**config.mk**
```make
export PLATFORM = sky130hd
export DESIGN_NAME = pixel_downscaler
export DESIGN_NICKNAME = d
export VERILOG_FILES = /design/src/rtl/face_detect_pkg.sv /design/src/rtl/downscale_line_buffer.sv /design/src/rtl/pixel_downscaler.sv
export SDC_FILE = /design/constraint.sdc
export NUM_CORES = 1
export LEC_CHECK = 0
export CORE_MARGIN = 8
export CORE_UTILIZATION = 52
export DETAILED_ROUTE_END_ITERATION = 6
export MAX_ROUTING_LAYER = met4
export PLACE_DENSITY = 0.76
export SYNTH_ARGS = -nofsm -noshare
export SYNTH_HDL_FRONTEND = slang
export SYNTH_SLANG_ARGS = --single-unit
```
**constraint.sdc**
```tcl
create_clock -name clk_fpga -period 3.41 [get_ports clk_fpga]
set_clock_uncertainty 0.1 [all_clocks]
set_input_delay 1.023 -clock clk_fpga [delete_from_list [all_inputs] [get_ports clk_fpga]]
set_output_delay 1.023 -clock clk_fpga [all_outputs]
set_load 0.01 [all_outputs]
```
**src/rtl/face_detect_pkg.sv**
```systemverilog
// Shared constants and types for the face-detect front end.
// Frame geometry here is the default source frame fed to the downscaler.
package face_detect_pkg;

    localparam int BYTE_WIDTH        = 8;
    localparam int BYTE_DOUBLE_WIDTH = 16;
    localparam int FRAME_WIDTH       = 10;
    localparam int FRAME_HEIGHT      = 10;
    localparam int FRAME_DST_WIDTH   = FRAME_WIDTH / 2;
    localparam int FRAME_DST_HEIGHT  = FRAME_HEIGHT / 2;

    typedef enum logic {
        ROW_EVEN = 1'b0,
        ROW_ODD  = 1'b1
    } row_phase_e;

endpackage

```
**src/rtl/downscale_line_buffer.sv**
```systemverilog
// One line of horizontal pair sums, written on even source rows and
// read combinationally on odd rows. Contents are deliberately not reset.
module downscale_line_buffer #(
    parameter int DEPTH = 5,
    parameter int DW    = 9,
    parameter int AW    = 3
) (
    input  logic          i_clk,
    input  logic          i_we,
    input  logic [AW-1:0] i_waddr,
    input  logic [DW-1:0] i_wdata,
    input  logic [AW-1:0] i_raddr,
    output logic [DW-1:0] o_rdata
);

    logic [DW-1:0] r_mem [DEPTH];

    always_ff @(posedge i_clk) begin
        if (i_we) r_mem[i_waddr] <= i_wdata;
    end

    assign o_rdata = r_mem[i_raddr];

endmodule

```
**src/rtl/pixel_downscaler.sv**
```systemverilog
// 2x2 box-filter downscaler: raster pixels in, floored 2x2 means out,
// one cycle after the pixel that completes each block.
module pixel_downscaler #(
    parameter int FRAME_WIDTH  = face_detect_pkg::FRAME_WIDTH,
    parameter int FRAME_HEIGHT = face_detect_pkg::FRAME_HEIGHT,
    parameter int DATA_WIDTH   = face_detect_pkg::BYTE_WIDTH
) (
    input  logic                  clk_fpga,
    input  logic                  reset_fpga,
    input  logic                  wen,
    input  logic [DATA_WIDTH-1:0] pixel,
    output logic [DATA_WIDTH-1:0] dst_pixel,
    output logic                  dst_valid,
    output logic [15:0]           dst_xcoord,
    output logic [15:0]           dst_ycoord,
    output logic                  frame_done
);

    localparam int          LB_DEPTH = FRAME_WIDTH / 2;
    localparam int          LB_AW    = (LB_DEPTH > 1) ? $clog2(LB_DEPTH) : 1;
    localparam logic [15:0] X_LAST   = 16'(FRAME_WIDTH - 1);
    localparam logic [15:0] Y_LAST   = 16'(FRAME_HEIGHT - 1);

    face_detect_pkg::row_phase_e r_state, w_state_nxt;

    logic [15:0]           r_xcoord, r_ycoord;
    logic [DATA_WIDTH-1:0] r_pending;
    logic [DATA_WIDTH-1:0] r_dst_pixel;
    logic [15:0]           r_dst_xcoord, r_dst_ycoord;
    logic                  r_dst_valid, r_frame_done;

    logic                  w_x_wrap, w_y_wrap, w_x_odd, w_row_odd;
    logic                  w_lb_we, w_blk_done;
    logic [LB_AW-1:0]      w_lb_addr;
    logic [DATA_WIDTH:0]   w_lb_wdata, w_lb_rdata;
    logic [DATA_WIDTH+1:0] w_sum;

    assign w_x_wrap   = (r_xcoord == X_LAST);
    assign w_y_wrap   = (r_ycoord == Y_LAST);
    assign w_x_odd    = r_xcoord[0];
    assign w_lb_addr  = r_xcoord[LB_AW:1];
    assign w_lb_we    = wen & w_x_odd & ~w_row_odd & ~reset_fpga;
    assign w_blk_done = wen & w_x_odd & w_row_odd;

    // Sums are widened before adding so 4 x max never overflows.
    assign w_lb_wdata = {1'b0, r_pending} + {1'b0, pixel};
    assign w_sum      = {1'b0, w_lb_rdata} + {2'b00, r_pending} + {2'b00, pixel};

    // Row-phase FSM
    always_ff @(posedge clk_fpga) begin
        if (reset_fpga) r_state <= face_detect_pkg::ROW_EVEN;
        else            r_state <= w_state_nxt;
    end

    always_comb begin
        w_state_nxt = r_state;
        if (wen && w_x_wrap) begin
            case (r_state)
                face_detect_pkg::ROW_EVEN: w_state_nxt = face_detect_pkg::ROW_ODD;
                face_detect_pkg::ROW_ODD:  w_state_nxt = face_detect_pkg::ROW_EVEN;
                default:                   w_state_nxt = face_detect_pkg::ROW_EVEN;
            endcase
        end
    end

    always_comb begin
        w_row_odd = (r_state == face_detect_pkg::ROW_ODD);
    end

    // Source raster position and horizontal pending pixel
    always_ff @(posedge clk_fpga) begin
        if (reset_fpga) begin
            r_xcoord  <= '0;
            r_ycoord  <= '0;
            r_pending <= '0;
        end else if (wen) begin
            r_xcoord <= w_x_wrap ? 16'd0 : r_xcoord + 16'd1;
            if (w_x_wrap) r_ycoord <= w_y_wrap ? 16'd0 : r_ycoord + 16'd1;
            if (!w_x_odd) r_pending <= pixel;
        end
    end

    // Output stage; data and coords hold between strobes
    always_ff @(posedge clk_fpga) begin
        if (reset_fpga) begin
            r_dst_valid  <= 1'b0;
            r_frame_done <= 1'b0;
            r_dst_pixel  <= '0;
            r_dst_xcoord <= '0;
            r_dst_ycoord <= '0;
        end else begin
            r_dst_valid  <= w_blk_done;
            r_frame_done <= w_blk_done & w_x_wrap & w_y_wrap;
            if (w_blk_done) begin
                r_dst_pixel  <= w_sum[DATA_WIDTH+1:2];
                r_dst_xcoord <= {1'b0, r_xcoord[15:1]};
                r_dst_ycoord <= {1'b0, r_ycoord[15:1]};
            end
        end
    end

    downscale_line_buffer #(
        .DEPTH (LB_DEPTH),
        .DW    (DATA_WIDTH + 1),
        .AW    (LB_AW)
    ) u_line_buffer (
        .i_clk   (clk_fpga),
        .i_we    (w_lb_we),
        .i_waddr (w_lb_addr),
        .i_wdata (w_lb_wdata),
        .i_raddr (w_lb_addr),
        .o_rdata (w_lb_rdata)
    );

    assign dst_pixel  = r_dst_pixel;
    assign dst_valid  = r_dst_valid;
    assign dst_xcoord = r_dst_xcoord;
    assign dst_ycoord = r_dst_ycoord;
    assign frame_done = r_frame_done;

endmodule

```
==> out/results.ini <==
[die]
start_util_pct = 52.4
die_w_um = 122
rows = 39
core_sq_mm = 0.0112
dieHeight_um = 122
top_level_ports = 53
dieArea_sq_mm = 0.0150

[timing]
rsz0062_at_grt = false
finalWorstSetupSlack_ns = 0.106
setup_violations = 0
period_needed_ns = 3.30
period_share_pct = 96.9
final_max_slew_viol_count = 0
final_hold_viol_count = 0
slew_headroom_pct = 61.6
tightest_slew_ns = 0.574
fmax_mhz = 303

[yosys]
ys_ff_latch = 129
synth.most_common_cell = nand2_1
synth_top_cell_area_share_pct = 28.6
ys.flop_type = dfxtp_1
synthCells = 569
yosysSeqAreaShare_pct = 51.6
yosysUniqueCellTypes = 58
syn_area_per_cell_sq_um = 10.3
yosysWarnings = 0
synthTopCellsByCount = nand2_1, dfxtp_1, a21oi_1
async_flop_share_pct = 0
synth_area_leaders = dfxtp_1, edfxtp_1, nand2_1, a21oi_1, ha_1
synth_top_cell_by_area = dfxtp_1
syn-cell-area_sq_mm = 0.00588
synth-edff-count = 45

[cells_and_area]
syn_to_final_growth_pct = 25.0
nFillCells = 853
diodes = 0
layout-drive-gt1-share_pct = 15.9
stdcell_area_sq_mm = 0.00734
nNetsFinal = 688

[global_routing]
gr-usage-all-layers_pct = 19.4
grt_max_degree = 38
grt_overflow = 0
grt_antenna_before_repair = 0
grt_pass1_wl_um = 22000
grt_pass1_vias = 4520

[place]
place.gp.congestion = 0.874
place_worst_setup_slack_ns = -0.384
place_area_sq_mm = 0.00671
portBuffers = 50
dp_hpwl_um = 9440

[clock_tree]
cts_buffers = 17
cts_tree = built
cts.sinks = 129
clock_latency_ns = 0.41
h-tree-depth = 4
cts_buffer_depth = 2
clockRootBuffer = clkbuf_16
clk_pin_slew_ns = 0.06
postCtsSetupBuffers = 0

[drt]
drtPass1Iterations = 5
vias = 4452
drc = 0
wl_um = 13400
wire_per_inst_um = 16.7
vias_per_cell = 5.53
drt_iter0_markers = 354
ant_nets = 0

[critical_path]
path_class = in2reg
crit_chain = clkdlybuf4s50_1, inv_1, fa_1, or3_4, nor2_4, fa_2, a211oi_1, o21bai_1, a21oi_1, nand2b_1, a221oi_1
end_kind = register
startpoint_type = input port
startpoint = pixel[1]
required_ns = 3.59
rrSetupSlack_ns = 0.15
crit_slowest_cell = fa_1
crit_arrival_ns = 3.48
cpPeakStageDelay_ns = 0.53
cp_top_family = adder cells
crit_fanout = 3
path_buf_inv = 2

[min_path]
holdCritStartpoint = dst_ycoord[8]$_SDFFE_PP0P_
hold_path_class = reg2reg

[pwr]
p_leak_nw = 2.62
ir_worst_vdd_mv = 0.401
cellPowerDensity_mw_per_mm2 = 510

[outcome]
status = finished clean

[flow_run]
cap_violations = 0

per-layer routing:
layer  part of all wire (%)  track usage (%)  wire, um
met2                     48             30.3      6490
met3                    4.5             4.23       608
met4                    2.4             8.83       320
met1                     45             23.7      6020
met5                      0                -         0
layout by cell type, fill, tap and decap left out, types with 5 or more instances in the layout:
cell	netlist	routed
clkinv_2	0	5
dfxtp_1	84	83
buf_4	3	39
nand3_1	15	15
or3_1	7	6
xnor2_1	18	18
nor2_1	48	47
edfxtp_1	45	45
ha_1	19	18
mux2_2	7	7
clkbuf_16	0	19
nor3_1	17	17
fa_1	9	8
nand2_1	96	96
mux4_2	8	8
nand4_1	9	9
o21ai_0	8	8
inv_1	11	11
clkdlybuf4s50_1	0	49
and4_1	6	6
a21oi_1	55	54
xor2_1	13	13
sequential cells by signal (all words and copies together) (netlist names), 8 cells and up, named ones only:
| name | cells |
|---|---|
| r_xcoord | 16 |
| r_pending | 8 |
| dst_pixel | 8 |
| r_ycoord | 16 |
| dst_ycoord | 15 |
| dst_xcoord | 15 |
| u_line_buffer.r_mem | 45 |
repair_timing:
item / 4_1_cts / 5_1_grt
setup endpoints to repair: 3 / 4
pin swaps: 0 / 3
hold buffers: 0 / 0
gates resized for setup: 3 / 10
hold endpoints to repair: 0 / 0
metrics by stage:
| stage | setup TNS [ns] | cells | utilization [%] | hold slack [ns] | power (W) |
|---|---|---|---|---|---|
| after detailed placement | -2.60 | 773 | 59.7 | 0.349 | 0.00201 |
| after global routing | 0 | 805 | 65.4 | 0.375 | 0.00387 |
| after CTS | 0 | 805 | 65.0 | 0.356 | 0.00375 |
| after floorplan | 0 | 570 | - | 0.340 | 0.00188 |
| final | 0 | 805 | 65.4 | 0.353 | 0.00374 |
| after global placement | -1.71 | 773 | 59.7 | 0.345 | 0.00200 |
where the power goes:
group / total (W) / internal, W / switching [W] / leakage, nW
Combinational: 0.000364 / 0.000163 / 0.000201 / 1.24
Sequential: 0.00164 / 0.00162 / 0.0000138 / 1.09
Clock: 0.00174 / 0.00111 / 0.000633 / 0.291
Total: 0.00374 / 0.00289 / 0.000848 / 2.62
logic make-up after synthesis:
group,share of synthesized area (%)
AND/OR/NAND/NOR,19.2
flip-flops,51.6
AO/OA/AOI/OAI,8.79
buffers and inverters,3.36
XOR/XNOR,4.62
adder cells (fa/ha/maj),7.11
multiplexers,5.26
other,0.0638
tightest hold or removal path, delay by kind of cell, from the launching register on:
kind,cells,cell delay (ns)
compound gates,1,0.05
flops,1,0.31
simple gates,1,0.05
area by class of cell:
class | instances | area, sq um | share of cell area (%)
Sequential cell | 129 | 3040 | 41.4
Multi-Input combinational cell | 398 | 2700 | 36.8
Timing Repair Buffer | 90 | 800 | 10.9
Clock buffer | 23 | 504 | 6.87
Tap cell | 143 | 179 | 2.44
Clock inverter | 9 | 75.1 | 1.02
Inverter | 13 | 48.8 | 0.665
worst paths after layout:
check                          endpoint  cells after the start
max           dst_pixel[7]$_SDFFE_PP0P_                     11
min reg2reg  dst_ycoord[8]$_SDFFE_PP0P_                      2
max reg2reg   dst_pixel[6]$_SDFFE_PP0P_                     11
min          dst_ycoord[8]$_SDFFE_PP0P_                      2
Note: power is estimated with default switching activity, not from simulation.
